--- config.mk ---
export PLATFORM = sky130hd
export DESIGN_NAME = btn_reg_flat
export DESIGN_NICKNAME = d
export VERILOG_FILES = /design/src/rtl/btn_reg_if.sv /design/src/rtl/btn_reg.sv /design/src/flat_wrapper.sv
export SDC_FILE = /design/constraint.sdc
export NUM_CORES = 1
export LEC_CHECK = 0
export ABC_CLOCK_PERIOD_IN_PS = 1250
export CORE_UTILIZATION = 35
export CTS_BUF_LIST = sky130_fd_sc_hd__clkbuf_8
export DETAILED_ROUTE_END_ITERATION = 10
export PLACE_DENSITY = 0.85
export SYNTH_ARGS = -nofsm -noshare
export SYNTH_HDL_FRONTEND = slang
export SYNTH_SLANG_ARGS = --single-unit
--- constraint.sdc ---
create_clock -name clk -period 1.25 [get_ports clk]
set_input_delay 0.375 -clock clk [delete_from_list [all_inputs] [get_ports clk]]
set_output_delay 0.375 -clock clk [all_outputs]
set_load 0.1 [all_outputs]
--- src/rtl/btn_reg_if.sv ---
// Read-only register port between the CPU peripheral bus and btn_reg.
// The bus side drives the strobe and address; the peripheral returns registered read data.
interface btn_reg_if #(
    parameter int ADDR_WIDTH = 8
);
    logic                  read_enable;
    logic [ADDR_WIDTH-1:0] address;
    logic [31:0]           data_out;

    modport master (output read_enable, output address, input data_out);
    modport slave  (input read_enable, input address, output data_out);
endinterface

--- src/rtl/btn_reg.sv ---
// Two active-low push buttons: sync, press-edge detect, clear-on-read event flags, live state.
// Optional debouncer on the synchronised inputs is enabled with BTN_DEBOUNCE_EN.
module btn_reg #(
    parameter int ADDR_WIDTH      = 8,
    parameter int DEBOUNCE_CYCLES = 4
) (
    input  logic     clk,
    input  logic     rst_n,
    input  logic     btn1,
    input  logic     btn2,
    btn_reg_if.slave bus
);
    // Bit 0 is button 1, bit 1 is button 2 throughout.
    logic [1:0]  r_meta;
    logic [1:0]  r_sync;
    logic [1:0]  r_prev;
    logic [1:0]  r_flag;
    logic [31:0] r_data;
    logic [1:0]  w_state;
    logic [1:0]  w_press;
    logic [1:0]  w_clr;
    logic [31:0] w_rdata;

    if (DEBOUNCE_CYCLES < 1) begin : g_cfg_err
        $error("btn_reg: DEBOUNCE_CYCLES must be at least 1");
    end

    // Preset to released so reset deassertion never looks like a press.
    always_ff @(posedge clk or negedge rst_n) begin
        if (!rst_n) begin
            r_meta <= 2'b11;
            r_sync <= 2'b11;
        end else begin
            r_meta <= {btn2, btn1};
            r_sync <= r_meta;
        end
    end

`ifdef BTN_DEBOUNCE_EN
    localparam int CW = (DEBOUNCE_CYCLES > 1) ? $clog2(DEBOUNCE_CYCLES) : 1;
    localparam logic [CW-1:0] CNT_LOAD = CW'(DEBOUNCE_CYCLES - 1);

    logic [1:0]    r_db;
    logic [CW-1:0] r_cnt [2];

    // Down-counter reloads on every agreeing sample; terminal count commits the new level.
    always_ff @(posedge clk or negedge rst_n) begin
        if (!rst_n) begin
            r_db <= 2'b11;
            for (int i = 0; i < 2; i++) r_cnt[i] <= CNT_LOAD;
        end else begin
            for (int i = 0; i < 2; i++) begin
                if (r_sync[i] == r_db[i]) begin
                    r_cnt[i] <= CNT_LOAD;
                end else if (r_cnt[i] == '0) begin
                    r_db[i]  <= r_sync[i];
                    r_cnt[i] <= CNT_LOAD;
                end else begin
                    r_cnt[i] <= r_cnt[i] - 1'b1;
                end
            end
        end
    end

    assign w_state = r_db;
`else
    assign w_state = r_sync;
`endif

    always_ff @(posedge clk or negedge rst_n) begin
        if (!rst_n) r_prev <= 2'b11;
        else        r_prev <= w_state;
    end

    assign w_press  = r_prev & ~w_state;
    assign w_clr[0] = bus.read_enable && (bus.address == ADDR_WIDTH'(0));
    assign w_clr[1] = bus.read_enable && (bus.address == ADDR_WIDTH'(1));

    always_comb begin
        w_rdata = 32'd0;
        case (bus.address)
            ADDR_WIDTH'(0): w_rdata = {31'd0, r_flag[0]};
            ADDR_WIDTH'(1): w_rdata = {31'd0, r_flag[1]};
            ADDR_WIDTH'(2): w_rdata = {30'd0, ~w_state[1], ~w_state[0]};
            default:        w_rdata = 32'd0;
        endcase
    end

    // A press landing on the same edge as its clearing read wins, so the event survives.
    always_ff @(posedge clk or negedge rst_n) begin
        if (!rst_n) begin
            r_flag <= 2'b00;
            r_data <= 32'd0;
        end else begin
            r_flag <= w_press | (r_flag & ~w_clr);
            if (bus.read_enable) r_data <= w_rdata;
        end
    end

    assign bus.data_out = r_data;
endmodule

--- src/flat_wrapper.sv ---
// flat-port wrapper written by rule: the top's interface ports become plain ports
module btn_reg_flat 
#(
    parameter int ADDR_WIDTH      = 8,
    parameter int DEBOUNCE_CYCLES = 4
)
  (clk, rst_n, btn1, btn2, bus_read_enable, bus_address, bus_data_out);
  btn_reg_if #(.ADDR_WIDTH(ADDR_WIDTH)) bus_i ();
  input  logic clk;
  input  logic rst_n;
  input  logic btn1;
  input  logic btn2;
  input wire logic [$bits(bus_i.read_enable)-1:0] bus_read_enable;
  input wire logic [$bits(bus_i.address)-1:0] bus_address;
  output wire logic [$bits(bus_i.data_out)-1:0] bus_data_out;
  assign bus_i.read_enable = bus_read_enable;
  assign bus_i.address = bus_address;
  assign bus_data_out = bus_i.data_out;
  btn_reg #(.ADDR_WIDTH(ADDR_WIDTH), .DEBOUNCE_CYCLES(DEBOUNCE_CYCLES)) u_core (.clk(clk), .rst_n(rst_n), .btn1(btn1), .btn2(btn2), .bus(bus_i));
endmodule
==> flow_metrics.py, run 1 <==
metrics = {
    "status": {
        "run_status": "complete, no violations",
    },
    "floorplan": {
        "coreArea_mm2": 0.00159,
        "io_pins": 45,
        "dieWidth_um": 44.3,
        "rows": 14,
        "start_util": 0.392,
        "die_h_um": 44.3,
        "dieArea_mm2": 0.00196,
    },
    "timing": {
        "slew_viol_final": 0,
        "setup_violations": 0,
        "min_period_ns": 1.21,
        "setup_slack_ns": 0.0418,
        "fmax_ghz": 0.828,
        "fin_crit_sh": 0.967,
        "rsz0062_at_grt": "false",
        "hold_viol_final": 0,
        "finClkSkew_ns": 0.00833,
        "finalHoldWorstSlack_ns": 0.352,
    },
    "hold_path": {
        "hp-class": "reg2reg",
    },
    "synth": {
        "yosys.cell_types.count": 16,
        "synth_cells": 58,
        "yosysSeqAreaShare": 0.412,
        "synthMuxAreaShare": 0.0160,
        "synth_compound_area_frac": 0.0680,
        "syn_avg_cell_area_um2": 10.8,
        "yosys_register_bits": 10,
        "synth_area_um2": 626,
        "synth_adder_area_share": 0,
        "synth_warnings": 0,
        "synth_top_family_by_area": "buffers and inverters",
        "synth_xor_xnor_area_share": 0,
        "synth_simple_gate_area_share": 0.108,
    },
    "clocking": {
        "clock_latency_ns": 0.23,
        "clockRootBuffer": "clkbuf_8",
        "clk_path_buf_depth": 2,
        "cts_tree": "built",
        "cts.htree.levels": 1,
        "cts_made_buffers": 3,
        "cts_sinks": 10,
        "cts.clk_slew.worst_paths_ns": 0.05,
    },
    "routing": {
        "ant_nets": 0,
        "drtPass1Iterations": 2,
        "top_layer_used": "met4",
        "wl_per_cell_um": 9.61,
        "dr_wl_met2_um": 576,
        "wl_met1_um": 311,
        "vias": 394,
        "drt_iter0_markers": 4,
        "vias_per_cell": 3.79,
        "route.detailed.drc": 0,
        "dr_wl_met3_um": 74,
        "routed_wl_um": 999,
    },
    "final_layout": {
        "final_cell_area_um2": 792,
        "fin_util": 0.497,
        "layout_commonest_cell": "conb_1",
        "regArea_um2": 260,
        "area_delta_synth_final_pct": 26.6,
        "fillers": 151,
        "multi_input_area_um2": 256,
        "fin_nets": 94,
        "drive_above_1_share": 0.325,
        "diodes": 0,
        "layout_common_cells": "30 x conb_1, 6 x inv_1, 6 x dfstp_2, 5 x buf_4",
        "layoutNonFillerInstCount": 104,
    },
    "pwr": {
        "power.density_mw_per_mm2": 1440,
        "p_leak_nw": 0.389,
        "pwr-share-clk": 0.283,
        "swShare": 0.476,
        "peakVddDrop_uv": 760,
        "p_seq_frac": 0.307,
        "internal-power_uw": 597,
        "power.switching_uw": 541,
        "comb_power_share": 0.410,
    },
    "global_route": {
        "overflow": 0,
        "grt_pass1_wl_mm": 1.58,
        "first_global_vias": 377,
        "grt_max_degree": 11,
        "antenna_found_initial": 0,
        "grtUsageTotal": 0.120,
    },
    "place": {
        "port_buffers": 14,
        "dp_hpwl_um": 829,
        "place.gp.congestion": 0.639,
        "place_ws_ns": -0.465,
        "dpl_cell_area_um2": 717,
        "dp_cells": 97,
    },
    "critical_path": {
        "max_stage_delay_ns": 0.28,
        "cp_cell_sequence": "clkdlybuf4s15_1 > nor4b_4 > buf_4 > nand2_2 > o32ai_2",
        "cpLargestDelayFamily": "buffers and inverters",
        "cp-end-kind": "register",
        "criticalPathCategory": "in2reg",
        "cp.arrival_ns": 1.34,
        "cp_max_fo": 3,
        "start_kind": "primary input",
        "crit_required_ns": 1.38,
        "cpMaxStageDelayCell": "nor4b_4",
        "crit_buf_inv": 2,
    },
    "job": {
        "drv_cap": 0,
    },
}
timing repair:
action | 4_1_cts | 5_1_grt
setup buffers | 1 | 2
hold buffers | 0 | 0
gates resized for setup | 10 | 10
endpoints found under the setup margin | 4 | 4
pin swaps | 4 | 7
hold endpoints to repair | 0 | 0
power groups by stage:
stage,Combinational [mW],Clock (mW),Sequential [mW]
final,0.467,0.323,0.349
after global routing,0.479,0.359,0.349
after CTS,0.461,0.337,0.349
after detailed placement,0.464,0,0.353
after global placement,0.461,0,0.352
after floorplan,0.475,0,0.354
stage by stage:
step | total power, mW | setup TNS [ns]
after floorplan | 0.829 | 0
after global placement | 0.813 | -1.30
after detailed placement | 0.817 | -1.64
after CTS | 1.15 | 0
after global routing | 1.19 | 0
final | 1.14 | 0
Yosys cell counts:
| library cell | n | area [um^2] |
|---|---|---|
| a22o_1 | 2 | 17.5 |
| buf_4 | 30 | 225 |
| conb_1 | 1 | 3.75 |
| dfrtp_1 | 4 | 100 |
| dfstp_2 | 6 | 158 |
| inv_1 | 5 | 18.8 |
| mux2i_1 | 1 | 10.0 |
| nand2_2 | 1 | 6.26 |
| nand3_1 | 1 | 5.00 |
| nand3b_1 | 1 | 7.51 |
| nand4_1 | 1 | 6.26 |
| nor4_1 | 1 | 6.26 |
| nor4_2 | 1 | 12.5 |
| nor4b_4 | 1 | 23.8 |
| o221ai_1 | 1 | 8.76 |
| o32ai_2 | 1 | 16.3 |
cell type report:
cell class / instances / share of cell area
flip-flops and latches: 10 / 0.329
repair buffers: 19 / 0.229
clock inverters: 1 / 0.00474
well taps: 24 / 0.0379
inverters: 5 / 0.0237
multi-input cells: 42 / 0.324
clock buffers: 3 / 0.0521
registers in the layout, indices dropped and copies added (netlist names):
| name | count |
|---|---|
| u_core.r_meta | 2 |
| u_core.bus.data_out | 2 |
| u_core.r_flag | 2 |
| u_core.r_sync | 2 |
| u_core.r_prev | 2 |
metal layers:
metal,vias to the layer above,GRT usage
met2,30,0.215
li1,173,-
met1,185,0.0907
met3,6,0.0735
met4,0,0.0909
met5,-,0
worst register-to-register path, cell delays in order (launching register included):
cell      delay, ns
dfstp_2        0.52
inv_1          0.05
mux2i_1        0.11
o221ai_1       0.14
path summary, 6_finish.rpt:
| path | startpoint | end | slack, ns | cells after the start |
|---|---|---|---|---|
| setup / recovery | bus_address[6] | u_core.bus.data_out[1] | 0.04 | 5 |
| hold / removal | u_core.r_meta[1] | u_core.r_sync[1] | 0.35 | 0 |
| setup reg to reg | u_core.r_sync[0] | u_core.bus.data_out[0] | 0.29 | 3 |
| hold reg to reg | u_core.r_meta[1] | u_core.r_sync[1] | 0.35 | 0 |
| max in group asynchronous | rst_n | u_core.r_meta[0] | 0.47 | 1 |
| min in group asynchronous | rst_n | u_core.r_flag[1] | 0.45 | 1 |
cells by family (layout without fill, tap and decap cells):
group | after synthesis | after routing
buffers and inverters | 35 | 28
flip-flops | 10 | 10
AND/OR/NAND/NOR | 7 | 7
AO/OA/AOI/OAI | 4 | 4
other | 1 | 30
multiplexers | 1 | 1
(Power assumes the default switching activity.)
==> inputs of run 2 (changes only) <==
- ABC_AREA: not set -> 1
- PLACE_DENSITY: 0.85 -> 0.84
==> run 2 against run 1 <==
Net effect: total power fell by 0.21%; maximum frequency is 1.1% higher; routed wire length fell by 10%; sequential power about the same; largest power group unchanged; global-route usage is 2.9 points lower; non-clock buffer count down 4; core utilization decreased by 4.4 points; cell area shrank 1.3%; setup slack better by 0.013 ns; synthesized cell count increased by 36%.
==> flow_metrics.py, run 2 <==
metrics = {
    "status": {
        "run_status": "complete, no violations",
    },
    "critical_path": {
        "cp_cell_sequence": "buf_12",
        "cp-end-kind": "primary output",
        "cpLargestDelayFamily": "flip-flops",
        "rr_worst_depth": 5,
        "worstReg2RegStart": "u_core.r_sync[0]",
        "crit_buf_inv": 1,
        "crit_required_ns": 0.88,
        "cp.arrival_ns": 0.82,
        "max_stage_delay_ns": 0.42,
        "cp_max_fo": 2,
        "start_kind": "register",
        "cpMaxStageDelayCell": "dfrtp_2",
        "criticalPathCategory": "reg2out",
        "regToRegSetupSlack_ns": 0.35,
        "r2r-end": "u_core.bus.data_out[0]",
    },
    "global_route": {
        "grt_pass1_wl_mm": 1.27,
        "overflow": 0,
        "antenna_found_initial": 0,
        "grt_max_degree": 11,
        "first_global_vias": 345,
        "grtUsageTotal": 0.0911,
    },
    "timing": {
        "fin_crit_sh": 0.956,
        "hold_viol_final": 0,
        "setup_violations": 0,
        "fmax_ghz": 0.837,
        "min_period_ns": 1.20,
        "slew_viol_final": 0,
        "finClkSkew_ns": 0.00559,
        "rsz0062_at_grt": "false",
        "tns_ns": 0,
        "finalHoldWorstSlack_ns": 0.353,
    },
    "floorplan": {
        "rows": 15,
        "coreArea_mm2": 0.00173,
        "io_pins": 45,
        "die_h_um": 45.0,
        "dieArea_mm2": 0.00202,
        "start_util": 0.375,
        "dieWidth_um": 45.0,
    },
    "clocking": {
        "clockRootBuffer": "clkbuf_8",
        "cts.htree.levels": 1,
        "clock_latency_ns": 0.23,
        "cts.clk_slew.worst_paths_ns": 0.05,
        "cts_made_buffers": 3,
        "clk_path_buf_depth": 2,
        "cts_tree": "built",
        "cts_sinks": 10,
        "post_cts_buffers": 0,
    },
    "routing": {
        "vias": 446,
        "wl_per_cell_um": 7.34,
        "drtPass1Iterations": 3,
        "route.detailed.drc": 0,
        "ant_nets": 0,
        "drt_iter0_markers": 3,
        "routed_wl_um": 895,
        "vias_per_cell": 3.66,
    },
    "synth": {
        "yosys.cell_count.top_type": "buf_4",
        "syn_avg_cell_area_um2": 8.19,
        "synth_cells": 79,
        "synthMuxAreaShare": 0,
        "synthTopCellsByArea": "buf_4 35%, dfstp_2 24%, dfrtp_1 15%",
        "synth_compound_area_frac": 0.0232,
        "synth_xor_xnor_area_share": 0,
        "synth_top_family_by_area": "buffers and inverters",
        "yosys.cell_types.count": 12,
        "synth_area_um2": 647,
        "synth_edf_count": 0,
        "synth_adder_area_share": 0,
        "synthTopCellsByCount": "30 x buf_4, 14 x nand2_1, 9 x inv_1, 6 x dfstp_2, 5 x nor2_1",
        "synth_warnings": 0,
        "yosysSeqAreaShare": 0.398,
        "synth_ff_type": "dfstp_2",
        "yosys_register_bits": 10,
        "synth_top_area_share": 0.348,
        "synthArstFlopShare": 1.00,
        "synth_simple_gate_area_share": 0.172,
        "yosysTopAreaCell": "buf_4",
    },
    "hold_path": {
        "min-delay-start": "u_core.r_meta[1]",
        "hold_depth": 0,
        "hold_end": "u_core.r_sync[1]",
        "hp-class": "reg2reg",
    },
    "final_layout": {
        "regArea_um2": 260,
        "fin_nets": 111,
        "multi_input_area_um2": 244,
        "drive_above_1_share": 0.196,
        "diodes": 0,
        "fin_util": 0.453,
        "layoutNonFillerInstCount": 122,
        "layout_common_cells": "30 x conb_1, 13 x nand2_1, 12 x clkdlybuf4s50_1, 10 x inv_1, 6 x dfstp_2",
        "layout_commonest_cell": "conb_1",
        "area_delta_synth_final_pct": 20.9,
        "fillers": 173,
        "final_cell_area_um2": 782,
    },
    "place": {
        "dp_hpwl_um": 780,
        "dpl_cell_area_um2": 732,
        "place.gp.congestion": 0.753,
        "port_buffers": 14,
        "dp_cells": 118,
    },
    "pwr": {
        "power.density_mw_per_mm2": 1450,
        "p_leak_nw": 0.393,
        "peakVddDrop_uv": 634,
    },
    "job": {
        "drv_cap": 0,
    },
}
==> run 2: worst max path at each step <==
stage | start | depth (start not counted) | end | slack [ns]
finish | u_core.bus.data_out[0] | 1 | bus_data_out[0] | 0.05
global route | bus_address[3] | 8 | u_core.bus.data_out[0] | 0.003
CTS | u_core.bus.data_out[0] | 1 | bus_data_out[0] | 0.04
detailed placement | bus_address[3] | 5 | u_core.r_flag[1] | -0.19
global placement | bus_address[4] | 8 | u_core.bus.data_out[0] | -0.16
floorplan | u_core.bus.data_out[0] | 0 | bus_data_out[0] | 0.22
==> run 2: what timing repair did <==
action                     CTS  global route
setup endpoints to repair    0             1
gates resized for setup      0             2
hold buffers                 0             0
==> run 2: worst register-to-register path, delay by kind of cell, from the launching register on <==
| kind | cells | cell delay (ns) |
|---|---|---|
| AND/OR/NAND/NOR | 4 | 0.22 |
| buffers and inverters | 1 | 0.04 |
| flip-flops | 1 | 0.52 |
==> run 2: stage by stage <==
| step | setup slack (ns) | total power, mW |
|---|---|---|
| floorplan | 0.222 | 0.831 |
| global placement | -0.164 | 0.812 |
| detailed placement | -0.192 | 0.815 |
| CTS | 0.0446 | 1.15 |
| global route | 0.00265 | 1.18 |
| finish | 0.0548 | 1.14 |
==> run 2: cell type report <==
class                      instances  share of cell area
sequential                        10               0.333
timing repair buffer              15               0.214
clock buffer                       3              0.0528
clock inverter                     1             0.00480
multi-input combinational         59               0.312
inverter                           9              0.0432
tap                               25              0.0400
==> run 2: logic make-up (layout without fill, tap and decap cells) <==
kind of cell           count (synthesis)  in the layout
other                                  1             30
AND/OR/NAND/NOR                       26             26
AO/OA/AOI/OAI                          3              3
flip-flops                            10             10
buffers and inverters                 39             28
==> run 2: power by group <==
part           total (mW)  internal (mW)  leakage (nW)  switching, mW
Sequential          0.347          0.343         0.105        0.00411
Combinational       0.465         0.0433         0.261          0.422
Clock               0.323          0.213        0.0269          0.110
==> run 2: per-layer routing <==
| layer | global-route usage | routed length [um] |
|---|---|---|
| met1 | 0.0872 | 330 |
| met2 | 0.157 | 471 |
| met3 | 0.0320 | 93 |
| met4 | 0.0727 | 0 |
| met5 | 0 | 0 |
==> inputs of run 3 (changes only) <==
==> constraint.sdc (replaced) <==
create_clock -name clk -period 1.25 [get_ports clk]
set_input_delay 0.25 -clock clk [delete_from_list [all_inputs] [get_ports clk]]
set_output_delay 0.25 -clock clk [all_outputs]
set_load 0.1 [all_outputs]
==> run 3 against run 2 <==
Net effect: clock power increased by 4%; combinational power barely moved; die area did not move; clock-buffer cell count unchanged; clock skew is essentially flat; first-iteration DRC count unchanged; cell area decreased by 0.96%; largest cell class unchanged; routed wire length grew 4.7%; critical path type is now in2reg.
==> flow_metrics.py, run 3 (synthesized netlist as in run 2, its figures left out) <==
metrics = {
    "floorplan": {
        "coreArea_mm2": 0.00173,
        "io_pins": 45,
        "dieWidth_um": 45.0,
        "die_h_um": 45.0,
        "rows": 15,
        "dieArea_mm2": 0.00202,
        "start_util": 0.375,
    },
    "timing": {
        "slew_viol_final": 0,
        "fmax_ghz": 0.925,
        "fin_crit_sh": 0.864,
        "hold_viol_final": 0,
        "finClkSkew_ns": 0.00524,
        "tns_ns": 0,
        "setup_violations": 0,
        "min_period_ns": 1.08,
        "rsz0062_at_grt": "false",
    },
    "clocking": {
        "clock_latency_ns": 0.24,
        "clockRootBuffer": "clkbuf_8",
        "hold_buffers": 0,
        "post_cts_buffers": 0,
        "cts.htree.levels": 1,
        "ctsResizeCount": 0,
        "cts_made_buffers": 3,
        "clk_path_buf_depth": 2,
        "cts_tree": "built",
        "cts.clk_slew.worst_paths_ns": 0.05,
        "cts_sinks": 10,
    },
    "routing": {
        "routed_wl_um": 937,
        "wl_per_cell_um": 7.68,
        "ant_nets": 0,
        "drt_iter0_markers": 3,
        "route.detailed.drc": 0,
        "drtPass1Iterations": 3,
        "vias_per_cell": 3.53,
        "vias": 431,
    },
    "pwr": {
        "power.density_mw_per_mm2": 1480,
        "pwr-share-clk": 0.293,
        "swShare": 0.477,
        "p_seq_frac": 0.303,
        "power.switching_uw": 547,
        "internal-power_uw": 600,
        "comb_power_share": 0.405,
        "p_leak_nw": 0.396,
        "peakVddDrop_uv": 757,
    },
    "critical_path": {
        "crit_required_ns": 1.38,
        "cp.arrival_ns": 1.21,
        "critical_path.most_common_cell": "nand2_1",
        "cp_cell_sequence": "clkdlybuf4s50_1 > nor2_2 > nand2_1 > nor2_2 > nand2_1 > nand2_1 > nand2_1",
        "cp-end-kind": "register",
        "cp_max_fo": 2,
        "max_stage_delay_ns": 0.41,
        "regToRegSetupSlack_ns": 0.37,
        "criticalPathCategory": "in2reg",
        "start_kind": "primary input",
        "cpMaxStageDelayCell": "clkdlybuf4s50_1",
    },
    "final_layout": {
        "fillers": 183,
        "fin_util": 0.449,
        "fin_nets": 111,
        "diodes": 0,
        "final_cell_area_um2": 774,
        "regArea_um2": 258,
        "drive_above_1_share": 0.155,
        "multi_input_area_um2": 239,
        "layout_common_cells": "30 x conb_1, 14 x nand2_1, 12 x clkdlybuf4s50_1, 10 x inv_1, 6 x dfstp_2",
        "area_delta_synth_final_pct": 19.7,
        "layout_commonest_cell": "conb_1",
    },
    "place": {
        "dpl_cell_area_um2": 729,
        "place.gp.congestion": 0.813,
        "dp_hpwl_um": 776,
        "port_buffers": 14,
    },
    "global_route": {
        "grt_max_degree": 11,
        "overflow": 0,
        "grtUsageTotal": 0.106,
        "first_global_vias": 358,
        "antenna_found_initial": 0,
        "grt_pass1_wl_mm": 1.38,
    },
    "job": {
        "drv_cap": 0,
    },
    "status": {
        "run_status": "complete, no violations",
    },
    "hold_path": {
        "hp-class": "in2async",
    },
}
==> run 3: layer usage <==
layer | GRT usage | part of all wire
met1 | 0.0954 | 0.33
met3 | 0.0680 | 0.15
met2 | 0.162 | 0.48
met4 | 0.0909 | 0.031
met5 | 0 | 0
==> run 3: final cells by class <==
type                    instances  share of cell area
well taps                      25              0.0404
clock inverters                 1             0.00485
flip-flops and latches         10               0.333
clock buffers                   3              0.0533
inverters                       9              0.0436
repair buffers                 15               0.216
multi-input cells              59               0.309
==> run 3: power groups by stage <==
| stage | Sequential, mW | Combinational, mW | Clock, mW |
|---|---|---|---|
| after CTS | 0.347 | 0.464 | 0.357 |
| after detailed placement | 0.352 | 0.463 | 0 |
| final | 0.347 | 0.464 | 0.336 |
| after global placement | 0.351 | 0.461 | 0 |
| after global routing | 0.348 | 0.479 | 0.361 |
| after floorplan | 0.353 | 0.478 | 0 |
==> run 3: worst paths after layout <==
check                                  from                      to  cells past startpoint
max                          bus_address[5]        u_core.r_flag[0]                      7
min reg2reg                u_core.r_meta[0]        u_core.r_sync[0]                      0
max in group asynchronous             rst_n        u_core.r_prev[0]                      1
max reg2reg                u_core.r_sync[0]  u_core.bus.data_out[0]                      5
min in group clk           u_core.r_meta[0]        u_core.r_sync[0]                      0
min                                   rst_n  u_core.bus.data_out[1]                      1
==> run 3: critical path: cells and delay by family <==
family,cells,cell delay [ns]
buffers and inverters,1,0.41
AND/OR/NAND/NOR,6,0.55
==> run 3: stage by stage <==
stage	power, mW	hold slack, ns	setup slack [ns]	std cells
after floorplan	0.831	-0.0456	0.00541	108
after global placement	0.812	0.346	-0.0329	118
after detailed placement	0.815	0.349	-0.0941	118
after CTS	1.17	0.321	0.164	122
after global routing	1.19	0.357	0.0906	122
final	1.15	0.318	0.169	122
==> RTL change 1 (settings of run 1) <==
`ADDR_WIDTH` is set to 8 in 3 places; all go to 9.
--- a/src/rtl/btn_reg_if.sv
+++ b/src/rtl/btn_reg_if.sv
@@ -3,3 +3,3 @@
 interface btn_reg_if #(
-    parameter int ADDR_WIDTH = 8
+    parameter int ADDR_WIDTH = 9
 );
--- a/src/rtl/btn_reg.sv
+++ b/src/rtl/btn_reg.sv
@@ -3,3 +3,3 @@
 module btn_reg #(
-    parameter int ADDR_WIDTH      = 8,
+    parameter int ADDR_WIDTH      = 9,
     parameter int DEBOUNCE_CYCLES = 4
--- a/src/flat_wrapper.sv
+++ b/src/flat_wrapper.sv
@@ -3,3 +3,3 @@
 #(
-    parameter int ADDR_WIDTH      = 8,
+    parameter int ADDR_WIDTH      = 9,
     parameter int DEBOUNCE_CYCLES = 4
Ports: changed (resized bus_address); port bits go from 45 to 46. The function was not compared with the original's and may differ.
==> RTL change 1 against run 1 <==
Power is 6.1% higher. Final area increased by 5.1%. Count of clock-buffer cells in the layout increased by 1. Clock power rose by 20%. Setup slack improved by 0.011 ns. Maximum frequency up 0.89%. Sequential cell count unchanged. Utilization rose by 2.5 points. Synthesized area up 1.0%. Synthesized cell count unchanged. Wire length shrank 8.4%. Final cell count did not move. Critical path type is now reg2out. Largest cell class is now multi-input combinational cells.
==> RTL change 1: results (changes against run 1) <==
[status]
status=completed

[power]
p_comb_mw=0.471  ; +0.9%
p_per_area_nw_per_um2=1450  ; +1.0%
p_leak_nw=0.379  ; -2.5%
pwr-share-clk_pct=32.1  ; +3.8 points
ir_worst_vdd_uv=806  ; +6.1%
swShare_pct=44.8  ; -2.8 points

[drt]
routed-wl-met3_um=63  ; -15%
met2_length_um=523  ; -9.2%
wirelength_um=915  ; -8.4%
vias=372  ; -5.6%
wl_met1_um=328  ; +5.5%
drt-initial-drc-count=2  ; -2
top_layer_used=met3
drtPass1Iterations=4  ; +2

[yosys]
synth_cell_type_count=17  ; +1
seq_area_frac_synth_pct=40.8  ; -0.41 points
synthArstFlopShare_pct=100  ; unchanged
synth_common_cells=buf_4 (30), dfstp_2 (6), dfrtp_1 (4), inv_1 (4), a22o_1 (2)
synth_top_cells_by_area=buf_4 (36%), dfstp_2 (25%), dfrtp_1 (16%)
syn_avg_cell_area_um2=10.9  ; +1.0%

[worst_setup_path]
cp_slowest_cell=dfrtp_2
r2r_end=u_core.bus.data_out[0]
crit_start=u_core.bus.data_out[1]
reg2reg_from=u_core.r_flag[1]
endpoint=bus_data_out[1]
slowest_delay_ns=0.42  ; +0.14 ns
path_max_fanout=2  ; -1
cp.arrival_ns=0.82  ; -0.52 ns
reg2reg_depth=3  ; unchanged
critPathTopFamily=flip-flops
r2r_setup_slack_ns=0.28

[cts]
clk_pin_slew_worst_paths_ns=0.04
ctsHtreeMaxLevel=1  ; unchanged

[timing]
finalHoldViolCount=0  ; unchanged
finClkSkew_ns=0.000351  ; -0.00798 ns
fin_crit_ns=1.20  ; -0.0107 ns
holdWs_ns=0.354  ; +0.00139 ns

[placement]
place_ws_ns=-0.385  ; +0.0808 ns
port-buffer-count=15  ; +1
dpl_cell_area_um2=741  ; +3.3%
dp_hpwl_um=754  ; -9.1%
dp_cells=99  ; +2.1%
gp_congestion=0.708  ; +11%

[worst_hold_path]
hold_start=u_core.r_meta[1]

[global_route]
use_met3_pct=2.45  ; -4.9 points
groute.layer.met1.usage_pct=12.2  ; +3.2 points
grtUsageMet2_pct=17.4  ; -4.1 points
antenna_found_initial=0  ; unchanged
grt_pass1_vias=326  ; -14%
grt_pass1_wl_um=1430  ; -9.6%
grt_util_all_layers_pct=10.4  ; -1.7 points

[finish]
n_antenna_cell=0  ; unchanged
fin_nets=95  ; +1.1%
drive_gt1_share_pct=32.5  ; unchanged
fillers=146  ; -3.3%

[RTL change 1: per-stage QoR]
stage | TNS (ns) | util (%)
CTS | 0 | 51.6
detailed placement | -1.47 | 46.5
global placement | -1.42 | 46.5
global route | 0 | 52.2
floorplan | 0 | -
finish | 0 | 52.2
[RTL change 1: final cells by class]
cell class / instances / area [µm²] / area share, %
Timing Repair Buffer: 19 / 193 / 23.2
Sequential cell: 10 / 260 / 31.3
Multi-Input combinational cell: 43 / 279 / 33.5
Inverter: 4 / 15.0 / 1.80
Tap cell: 24 / 30.0 / 3.61
Clock buffer: 4 / 55.1 / 6.62
[RTL change 1: cells by family (layout without fill, tap and decap cells)]
group	after synthesis	after routing	share of synthesized area, %
mux	1	1	1.78
other cells	1	30	0.593
buf+inv	34	27	38.0
flops	10	10	40.8
simple gates	7	7	11.1
compound gates	5	5	7.72
[RTL change 1: repair_timing]
action                     in CTS  in global routing
hold buffers                    0                  0
resized for setup              11                  4
pin swaps                       4                  3
setup endpoints to repair       4                  4
buffers inserted                1                  0
==> RTL change 2 (config.mk and constraints of run 1) <==
Without the edit above. Add an input register stage for `btn1` and `btn2`, without a reset; this delays them by one clock. The other inputs are not delayed to match.
--- a/src/rtl/btn_reg.sv
+++ b/src/rtl/btn_reg.sv
@@ -12,2 +12,10 @@
 );
+
+    logic btn1_q;
+    logic btn2_q;
+
+    always_ff @(posedge clk) begin
+        btn1_q <= btn1;
+        btn2_q <= btn2;
+    end
     // Bit 0 is button 1, bit 1 is button 2 throughout.
@@ -33,3 +41,3 @@
         end else begin
-            r_meta <= {btn2, btn1};
+            r_meta <= {btn2_q, btn1_q};
             r_sync <= r_meta;
Function: changed (Yosys sat finds a counterexample within 4 cycles, from zero or initial values and one cycle with rst_n low).
==> RTL change 2 against run 1 <==
The run now ends with setup timing left. Hold slack worse by 0.057 ns. Wire length down 13%. Sequential cell count up 2. Synthesized area up 4.0%. Clock power up 24%. Power up 12%. Sequential power up 19%. Utilization down 2.6 points. Final area up 2.7%. Setup slack worse by 0.26 ns. Critical path type unchanged.
==> RTL change 2: results (changes against run 1) <==
[placement]
dp_hpwl_um=742  ; -10%
gp_congestion=0.782  ; +22%
place_ws_ns=-0.785  ; -0.320 ns

[drt]
top_layer_used=met3
vias=398  ; +1.0%

[timing]
setup_viol=3  ; +3
layout_setup_ws_ns=-0.219  ; -0.261 ns
holdWs_ns=0.296  ; -0.0569 ns
finClkSkew_ns=0.00216  ; -0.00617 ns

[worst_hold_path]
min_to=u_core.r_meta[0]
hold_start=u_core.btn1_q

[yosys]
synth-seq-cells=12  ; +2
synth-compound-area-share_pct=6.35  ; -0.45 points
synth_cell_type_count=18  ; +2
syn_avg_cell_area_um2=10.3  ; -4.3%
synth_common_cells=buf_4 (30), dfstp_2 (6), inv_1 (5)
synthArstFlopShare_pct=83.3  ; -17 points

[power]
ir_worst_vdd_uv=905  ; +19%
combPwrFrac_pct=36.1  ; -4.9 points
p_int_mw=0.728  ; +22%
p_per_area_nw_per_um2=1570  ; +9.3%
p_leak_nw=0.392  ; +0.92%
pwr-share-clk_pct=31.4  ; +3.1 points

[finish]
clk_share_pct=6.77  ; +1.1 points
area_growth_pct=25.0
fillers=164  ; +8.6%
multi_input_gates=45  ; +7.1%
signal_buffers=18  ; -1
multi_input_area_share_pct=30.2  ; -2.2 points
sh_seq_area_pct=36.9  ; +4.1 points
layout.nonclk_buf_share_pct=20.0  ; -2.9 points
drive_gt1_share_pct=35.7  ; +3.2 points
clockBufferCount=4  ; +1

[worst_setup_path]
endpoint=u_core.r_flag[1]
path_max_fanout=2  ; -1
slowest_delay_ns=0.53  ; +0.25 ns
cp_slowest_cell=or4_4
crit_start=bus_address[4]
critPathTopFamily=simple AND/OR/NAND/NOR gates

[global_route]
grt_pass1_vias=308  ; -18%
grt_util_all_layers_pct=8.95  ; -3.1 points
grt_pass1_wl_um=1250  ; -21%

[status]
violations=setup timing
status=complete, but fails checks

-- RTL change 2: cell count changes after synthesis, moves of 2 or more --
cell and change:
o211ai_1 +2, dfxtp_1 +2, o21ai_1 +2, nor2b_1 +2
-- RTL change 2: worst reg2reg max path, stage by stage (launching register included) --
cell and delay [ns]:
dfstp_2 0.54, nor2b_1 0.04, o211ai_1 0.19, o211ai_1 0.11
-- RTL change 2: metal layers --
| metal | GRT usage (%) | up-vias |
|---|---|---|
| met4 | 5.45 | 0 |
| met5 | 0 | - |
| met1 | 10.8 | 185 |
| met2 | 12.8 | 27 |
| met3 | 4.40 | 0 |
| li1 | - | 186 |
-- RTL change 2: timing repair --
action | in CTS | in global routing
endpoints found under the setup margin | 4 | 4
buffers inserted | 0 | 1
pin swaps | 4 | 3
cloned | 0 | 0
gates resized for setup | 32 | 5
